[src/rtl/rgb_yuv_encoder.sv]
// rgb_yuv_encoder
//   Reads packed RGB pixels from the shared single-port SRAM and converts them
//   to BT.601 YUV in 16-bit fractional fixed point. U/V are decimated 2:1
//   horizontally. The Y, U and V segments are written back in the layout the
//   milestone-1 decoder consumes. Each quad of 4 pixels takes a fixed 13 cycles:
//   6 reads, 2 drain cycles, 1 calc cycle and 4 writes.
//
//   Optional macro ENC_UV_AVG_EN: the pair U/V sample is the rounded average
//   of the even and odd pixel. When the macro is undefined, the even pixel's
//   sample is kept.
//
// Ports
//   Clock           system clock
//   Resetn          asynchronous active-low reset
//   Enc_Enable      level start request, held by the top FSM until Enc_Stop
//   SRAM_read_data  read data, valid 2 cycles after its address is registered
//   SRAM_address    registered SRAM address
//   SRAM_write_data registered write data
//   SRAM_we_n       registered active-low write enable
//   Enc_Stop        completion flag, held until Enc_Enable drops
module rgb_yuv_encoder #(
  parameter int          NUM_QUADS      = 19200,
  parameter logic [17:0] Y_START_ADDR   = 18'd0,
  parameter logic [17:0] U_START_ADDR   = 18'd38400,
  parameter logic [17:0] V_START_ADDR   = 18'd57600,
  parameter logic [17:0] RGB_START_ADDR = 18'd146944
) (
  input  logic        Clock,
  input  logic        Resetn,
  input  logic        Enc_Enable,
  input  logic [15:0] SRAM_read_data,
  output logic [17:0] SRAM_address,
  output logic [15:0] SRAM_write_data,
  output logic        SRAM_we_n,
  output logic        Enc_Stop
);

  typedef enum logic [3:0] {
    S_ENC_IDLE, S_RD0, S_RD1, S_RD2, S_RD3, S_RD4, S_RD5, S_RW1, S_RW2,
    S_CALC, S_WY0, S_WY1, S_WU, S_WV, S_ENC_DONE
  } state_t;

  state_t      state, state_n;
  logic [17:0] q, q_n, rgb_cnt, rgb_n;
  logic [17:0] addr_n;
  logic [15:0] wd_n;
  logic        we_n_n, stop_n;

  logic [5:0][15:0] w;        // the six RGB words of the current quad
  logic [3:0][7:0]  y;        // Y of pixels 0..3
  logic [7:0]       u_lo, u_hi, v_lo, v_hi;  // pair samples for pixels 0/1 and 2/3

  // ---------------- control ----------------
  // Outputs are registered from the next state, so the bus reflects a state
  // while the FSM is in it. A read issued in S_RD0 therefore returns data
  // that is captured at the end of S_RD2.
  always_comb begin
    state_n = state;
    q_n     = q;
    rgb_n   = rgb_cnt;
    addr_n  = SRAM_address;
    wd_n    = SRAM_write_data;
    we_n_n  = 1'b1;
    case (state)
      S_ENC_IDLE: if (Enc_Enable) state_n = S_RD0;
      S_RD0:  state_n = S_RD1;
      S_RD1:  state_n = S_RD2;
      S_RD2:  state_n = S_RD3;
      S_RD3:  state_n = S_RD4;
      S_RD4:  state_n = S_RD5;
      S_RD5:  state_n = S_RW1;
      S_RW1:  state_n = S_RW2;
      S_RW2:  state_n = S_CALC;
      S_CALC: state_n = S_WY0;
      S_WY0:  state_n = S_WY1;
      S_WY1:  state_n = S_WU;
      S_WU:   state_n = S_WV;
      S_WV: begin
        if (q == 18'(NUM_QUADS - 1)) state_n = S_ENC_DONE;
        else begin
          q_n     = q + 18'd1;
          state_n = S_RD0;
        end
      end
      S_ENC_DONE: begin
        if (!Enc_Enable) begin
          state_n = S_ENC_IDLE;
          q_n     = '0;
          rgb_n   = '0;
        end
      end
      default: state_n = S_ENC_IDLE;
    endcase

    case (state_n)
      S_RD0, S_RD1, S_RD2, S_RD3, S_RD4, S_RD5: begin
        addr_n = RGB_START_ADDR + rgb_cnt;
        rgb_n  = rgb_cnt + 18'd1;
      end
      S_WY0: begin
        addr_n = Y_START_ADDR + {q[16:0], 1'b0};
        wd_n   = {y[1], y[0]};
        we_n_n = 1'b0;
      end
      S_WY1: begin
        addr_n = Y_START_ADDR + {q[16:0], 1'b1};
        wd_n   = {y[3], y[2]};
        we_n_n = 1'b0;
      end
      S_WU: begin
        addr_n = U_START_ADDR + q;
        wd_n   = {u_hi, u_lo};
        we_n_n = 1'b0;
      end
      S_WV: begin
        addr_n = V_START_ADDR + q;
        wd_n   = {v_hi, v_lo};
        we_n_n = 1'b0;
      end
      default: ;
    endcase
    stop_n = (state_n == S_ENC_DONE);
  end

  always_ff @(posedge Clock or negedge Resetn) begin
    if (!Resetn) begin
      state           <= S_ENC_IDLE;
      q               <= '0;
      rgb_cnt         <= '0;
      SRAM_address    <= '0;
      SRAM_write_data <= '0;
      SRAM_we_n       <= 1'b1;
      Enc_Stop        <= 1'b0;
    end else begin
      state           <= state_n;
      q               <= q_n;
      rgb_cnt         <= rgb_n;
      SRAM_address    <= addr_n;
      SRAM_write_data <= wd_n;
      SRAM_we_n       <= we_n_n;
      Enc_Stop        <= stop_n;
    end
  end

  // ---------------- datapath ----------------
  // Pixel select: each pixel is converted the cycle after its last component
  // lands, so the one multiplier bank sees at most one pixel per cycle.
  logic [7:0]        r, g, b;
  logic signed [31:0] rs, gs, bs, acc_y, acc_u, acc_v;
  logic [7:0]        y_c, u_c, v_c;

  function automatic logic [7:0] clip8(input logic signed [31:0] acc);
    logic signed [31:0] s;
    s = acc >>> 16;
    if (s < 0)        return 8'd0;
    else if (s > 255) return 8'd255;
    else              return s[7:0];
  endfunction

  always_comb begin
    r = '0; g = '0; b = '0;
    case (state)
      S_RD4:  begin r = w[0][7:0];  g = w[0][15:8]; b = w[1][7:0];  end
      S_RD5:  begin r = w[1][15:8]; g = w[2][7:0];  b = w[2][15:8]; end
      S_RW2:  begin r = w[3][7:0];  g = w[3][15:8]; b = w[4][7:0];  end
      S_CALC: begin r = w[4][15:8]; g = w[5][7:0];  b = w[5][15:8]; end
      default: ;
    endcase
    rs    = $signed({24'd0, r});
    gs    = $signed({24'd0, g});
    bs    = $signed({24'd0, b});
    acc_y = rs * 32'sd16843 + gs * 32'sd33030 + bs * 32'sd6423 + 32'sd1081344;
    acc_u = bs * 32'sd28770 - rs * 32'sd9699 - gs * 32'sd19071 + 32'sd8421376;
    acc_v = rs * 32'sd28770 - gs * 32'sd24117 - bs * 32'sd4653 + 32'sd8421376;
    y_c   = clip8(acc_y);
    u_c   = clip8(acc_u);
    v_c   = clip8(acc_v);
  end

`ifdef ENC_UV_AVG_EN
  logic [7:0] u_e, u_o, v_e, v_o;
  logic [8:0] u_sum, v_sum;
  assign u_sum = {1'b0, u_e} + {1'b0, u_o} + 9'd1;
  assign v_sum = {1'b0, v_e} + {1'b0, v_o} + 9'd1;
`endif

  always_ff @(posedge Clock or negedge Resetn) begin
    if (!Resetn) begin
      w    <= '0;
      y    <= '0;
      u_lo <= '0; u_hi <= '0; v_lo <= '0; v_hi <= '0;
`ifdef ENC_UV_AVG_EN
      u_e <= '0; u_o <= '0; v_e <= '0; v_o <= '0;
`endif
    end else begin
      case (state)
        S_RD2: w[0] <= SRAM_read_data;
        S_RD3: w[1] <= SRAM_read_data;
        S_RD4: w[2] <= SRAM_read_data;
        S_RD5: w[3] <= SRAM_read_data;
        S_RW1: w[4] <= SRAM_read_data;
        S_RW2: w[5] <= SRAM_read_data;
        default: ;
      endcase
      case (state)
        S_RD4:  y[0] <= y_c;
        S_RD5:  y[1] <= y_c;
        S_RW2:  y[2] <= y_c;
        S_CALC: y[3] <= y_c;
        default: ;
      endcase
`ifdef ENC_UV_AVG_EN
      // Even/odd samples are held, then averaged the cycle after the odd pixel.
      case (state)
        S_RD4, S_RW2: begin u_e <= u_c; v_e <= v_c; end
        S_RD5, S_CALC: begin u_o <= u_c; v_o <= v_c; end
        S_RW1: begin u_lo <= u_sum[8:1]; v_lo <= v_sum[8:1]; end
        S_WY0: begin u_hi <= u_sum[8:1]; v_hi <= v_sum[8:1]; end
        default: ;
      endcase
`else
      // Even pixel carries the pair sample; odd-pixel U/V are dropped.
      case (state)
        S_RD4: begin u_lo <= u_c; v_lo <= v_c; end
        S_RW2: begin u_hi <= u_c; v_hi <= v_c; end
        default: ;
      endcase
`endif
    end
  end

endmodule
[config.mk]
export PLATFORM = sky130hd
export DESIGN_NAME = rgb_yuv_encoder
export DESIGN_NICKNAME = d
export VERILOG_FILES = /design/src/rtl/rgb_yuv_encoder.sv
export SDC_FILE = /design/constraint.sdc
export NUM_CORES = 2
export LEC_CHECK = 0
export ABC_AREA = 1
export CAP_MARGIN = 15
export CORE_UTILIZATION = 30
export CTS_BUF_LIST = sky130_fd_sc_hd__clkbuf_4 sky130_fd_sc_hd__clkbuf_8 sky130_fd_sc_hd__clkbuf_16
export CTS_CLUSTER_DIAMETER = 150
export DETAILED_ROUTE_END_ITERATION = 8
export PLACE_DENSITY = 0.41
export SYNTH_ARGS = -nofsm -noshare
export SYNTH_HDL_FRONTEND = slang
export SYNTH_SLANG_ARGS = --single-unit
[constraint.sdc]
create_clock -name Clock -period 28.7 [get_ports Clock]
set_input_delay 4.305 -clock Clock [delete_from_list [all_inputs] [get_ports Clock]]
set_output_delay 4.305 -clock Clock [all_outputs]
set_load 0.1 [all_outputs]
-- Word-level counts from Yosys, hierarchy flattened
Index checks and enable logic that the tools add are counted.
- flip-flop bits (word level): 236
- bits of input ports: 19
- output and inout bits: 36
- logic and storage cells: 109
- add/sub/neg operators: 14
- $mul: 9
- $lt $le $gt $ge: 6
- equal/unequal tests: 29
- muxes and demuxes: 21
- reduce and logical (&&, ||, !) cells: 9
- operators with widths (cell ; count):
    8-bit one-hot mux with 4 select lines ; 3
    8-bit by 15-bit multiplier with 23-bit output (second input constant) ; 4
    18-bit one-hot mux with 5 select lines ; 1
    18-bit two-way mux ; 4
    8-bit by 14-bit multiplier with 22-bit output (second input constant) ; 3
    16-bit one-hot mux with 4 select lines ; 1
    4-bit one-hot mux with 15 select lines ; 1
    25-bit by 25-bit adder with 26-bit output (second input constant) ; 2
    4-bit equality test (second input constant) ; 12
    8-bit two-way mux ; 6
    8-bit by 13-bit multiplier with 21-bit output (second input constant) ; 2
    16-bit by 18-bit adder with 18-bit output (first input constant) ; 2
    18-bit by 1-bit adder with 18-bit output (second input constant) ; 2
    18-bit one-hot mux with 2 select lines ; 1
    4-bit by 3-bit equality test with 1-bit output (second input constant) ; 7
    26-bit by 21-bit adder with 27-bit output (second input constant) ; 1
    25-bit by 21-bit adder with 26-bit output ; 1
    23-bit by 24-bit adder with 25-bit output ; 1
    24-bit by 22-bit subtractor with 25-bit output ; 1
    24-bit by 24-bit subtractor with 25-bit output ; 1
    23-bit by 22-bit subtractor with 24-bit output ; 1
    23-bit by 23-bit subtractor with 24-bit output ; 1
    10-bit by 9-bit > comparator with 1-bit output (second input constant) ; 2
    10-bit by 1-bit less-than comparator with 1-bit output (second input constant) ; 2
    other kinds (18) ; 26

-- Longest topological paths before layout
- word-level depth: 9
- gate-level depth with buffers: 54
- gate-level depth less buffers: 52

-- Least setup slack after synthesis
OpenSTA, ideal clock, no wires.
- path type: register to register
- from: register state[3]
- to: register v_hi[5]
- library setup time: 133 ps
- data arrival time: 8893 ps
- required time: 28567 ps
- slack: 19674 ps
- stages on the path, launching flop included: 53
- buffers on the path: 2
- period minus slack after synthesis: 9026 ps
- cell sequence: dfrtp_1 -> inv_2 -> nand2_4 -> nor2_4 -> buf_1 -> buf_1 -> a22o_1 -> nor2_1 -> inv_1 -> ha_1 -> ha_1 -> inv_1 -> fa_1 -> inv_1 -> ha_1 -> inv_1 -> fa_1 -> inv_1 -> [17 not listed] -> nand2_1 -> a21oi_1 -> xor2_1 -> ha_1 -> ha_1 -> nand2_1 -> inv_1 -> nand3_1 -> nor2_1 -> inv_1 -> nor3_1 -> a21oi_1 -> nand2_1 -> nand2_1 -> inv_1 -> nand2_1 -> nand3_1 -> o21ai_0
- cells in the longest elaborated chain, start to end: 9
- elaborated cells between the ends (all ways): 17
- those cells by class: add/sub: 3; mul: 3; order compare: 2; eq/ne: 4; mux: 5
- ends and longest elaborated chain (what ; line ; source):
    start: declaration ; 43 ; state_t state, state_n;
    start signal: assignment ; 135 ; state <= state_n;
    4-bit equality test, or another cell as far along ; 162 ; case (state)
    8-bit one-hot mux with 4 select lines ; 162 ;
    8-bit by 15-bit multiplier with 23-bit output / 8-bit by 14-bit multiplier with 22-bit output (equally long branches) ; 174 ; acc_v = rs * 32'sd28770 - gs * 32'sd24117 - bs * 32'sd4653 + 32'sd8421376;
    23-bit by 23-bit subtractor with 24-bit output ; 174 ;
    24-bit by 22-bit subtractor with 25-bit output ; 174 ;
    25-bit by 25-bit adder with 26-bit output ; 174 ;
    10-bit by 9-bit > comparator with 1-bit output ; 156 ; else if (s > 255) return 8'd255;
    8-bit two-way mux ; 156 ;
    8-bit two-way mux ; 155 ; if (s < 0) return 8'd0;
    end signal: assignment ; 225 ; S_RW2: begin u_hi <= u_c; v_hi <= v_c; end
    end: declaration ; 51 ; logic [7:0] u_lo, u_hi, v_lo, v_hi;
Parallel ways exist; a longest one is shown, timed or not.
A chain may end at the register's enable or synchronous reset.

-- Worst setup path after layout
- from: register state[2]
- to: register v_hi[1]
The elaborated chain is that of the path after synthesis.

==> out/qor.txt <==
outcome: finished with violations
violated checks: DRC
max-slew violation count: 0
CP max FO: 28
cell area after synthesis: 31300 um^2
Mean Syn Cell Area: 8.01 um^2
Synth Net Count: 4726
Max-Cap Viols: 0
ratio of cells with drive above 1 in the final layout: 3.83%
cts hold-fix bufs: 0
post-detail-place hpwl: 87600 um
Clock Path Buffers: 3
worst skew pair latency: 540 ps
# resized after CTS: 0
Critical-path top delay cell: nor2_1
# Post-CTS Setup Buffers: 0
fin nets: 4778
met2 Use GR: 33.0%
CTS tree: done
Sinks on Clock Net: 236
most frequent CP cell: inv_1
Critical Path RT: 29120 ps
grt met1 use: 29.0%
I/O pin count: 55
Clock Tree Root: clkbuf_16
vias per cell: 4.77
Setup Slack @ Placement: 16920 ps
Synth cell types: 64
relative slew slack: 21.2%
cell family with most CP delay: adder cells
critical path type: flip-flop to flip-flop
fillers: 11200
Setup Skew: 19.7 ps
largest net degree at the start of global routing: 160
Syn Inst Count: 3903
minimum clock period: 11600 ps
register area share after synthesis: 18.9%
Placer Congestion: 0.915
vias: 25600
final WL: 105000 um
Rows: 118
Worst Path Buf+Inv: 12
Post-DRT Antenna Nets: 0
Die W: 325 um
Worst-Margin Slew: 1180 ps
Seq cells post-synth: 236
Initial DRC Count: 1601
Worst setup SP type: flip-flop
Vert. Die Dim: 325 um
P&R area growth vs syn: 9.79%
drt drc: 1
total core area: 103000 um^2
die area: 105000 um^2
Starting Density: 30.2%
commonest non-fill, non-tap cell in the layout: inv_1
ys flop type: dfrtp_1
final setup fails: 0
area occupied by multi-input gates: 22200 um^2
Clock transition at path regs: 70 ps
commonest non-fill, non-tap cells in the layout: inv_1 (754), nand2_1 (725), ha_1 (567)
CTS H-tree lvls: 1
crit end category: flip-flop
vias in the first global route: 26100
final setup margin: 17100 ps
Port Buffers: 54
Pre-antenna DRT Iters: 7
asr flop ratio synth: 100%
sequential cell area: 5910 um^2
Antenna Cells: 0
drt wl/cell: 19.6 um
RSZ-0062 raised after global routing: no
initial antenna violation count: 1
Max Clk Rate: 86.2 MHz
Hold Violations, Final: 0
first-pass GRT wire length: 162000 um
worst hold-check path type: flip-flop to flip-flop
TritonCTS buffer count: 25
Final period util: 40.4%
GR Util met3: 1.33%
global routing's busiest layer: met2
Post-synth EDFFs: 0
critical path arrival: 12030 ps
setup TNS: 0 ps
Yosys Warn Count: 0
gr usage total: 20.0%
Max stage delay on crit path: 660 ps
gr ovfl total: 0
[worst paths after layout]
| path | slack [ps] | cells past startpoint | endpoint | from |
|---|---|---|---|---|
| max | 17100 | 50 | v_hi[1]$_DFFE_PN0N_ | state[2]$_DFF_PN0_ |
| min | 470 | 2 | SRAM_address[10]$_DFFE_PN0P_ | SRAM_address[10]$_DFFE_PN0P_ |
| max reg2reg | 17100 | 50 | v_hi[1]$_DFFE_PN0N_ | state[2]$_DFF_PN0_ |
| min reg2reg | 470 | 2 | SRAM_address[10]$_DFFE_PN0P_ | SRAM_address[10]$_DFFE_PN0P_ |
| max in group asynchronous | 23500 | 2 | w[65]$_DFFE_PN0N_ | Resetn |
| min in group asynchronous | 3740 | 1 | rgb_cnt[12]$_DFFE_PN0P_ | Resetn |
[metal layers]
layer  share of wire [%]  up-vias
met3                 2.4       63
li1                    -    12700
met2                  46      352
met5                   0        -
met1                  50    12400
met4                 1.5        0
[sequential cells by signal, summed over array words and instances, names as in the netlist]
register	cells
SRAM_address	18
SRAM_write_data	16
y	32
Enc_Stop	1
q	18
v_lo	8
u_hi	8
u_lo	8
v_hi	8
rgb_cnt	18
state	4
w	96
SRAM_we_n	1
[metrics by stage]
stage          area (um^2)  instances  util, %  hold WS [ps]
6_report             34300       5351     33.2           468
2_1_floorplan        31300       3903        -           449
3_5_place_dp         33500       5308     32.4           458
5_1_grt              34300       5351     33.2           503
3_3_place_gp         33500       5308     32.4           454
4_1_cts              34300       5351     33.2           475
[area by class of cell]
class / instances / area share (%)
inverters: 770 / 8.43
repair buffers: 91 / 2.44
clock inverters: 6 / 0.102
flip-flops and latches: 236 / 17.2
multi-input cells: 2831 / 64.6
clock buffers: 37 / 2.18
well taps: 1380 / 5.03
[cells in the mapped netlist, types with 13 or more instances]
library cell	n	area (um^2)
inv_1	754	2830
xor2_1	103	902
nor2_1	216	811
o21a_1	14	105
inv_2	14	52.6
ha_1	567	7090
o21ai_0	240	1200
o21ai_1	13	65.1
nand3_1	129	646
o22ai_1	24	150
xnor2_1	55	482
a21o_1	22	165
a21oi_1	204	1020
nand4_1	30	188
nor3_1	40	200
clkbuf_1	41	154
a22o_1	23	201
fa_1	237	4740
nand2_1	726	2730
a31oi_1	47	294
nand2_2	16	100
dfrtp_1	235	5880
[tightest hold or removal path, delay by kind of cell (launching register included)]
family / cells / cell delay (ps)
and+or+nand+nor: 2 / 90
DFF: 1 / 340
[kinds of logic (layout without fill, tap and decap cells)]
family                   Yosys count  count (layout)  synth area share [%]
AO/OA/AOI/OAI                    664             664                  12.3
AND/OR/NAND/NOR                 1205            1205                  16.2
buffers and inverters            836             904                  10.2
adder cells (fa/ha/maj)          804             804                  37.9
flip-flops                       236             236                  18.9
XOR/XNOR                         158             158                  4.43
Power is left out: the tool's default activity adds up to more than one toggle a clock period on the data nets, which glitch-free logic cannot reach.
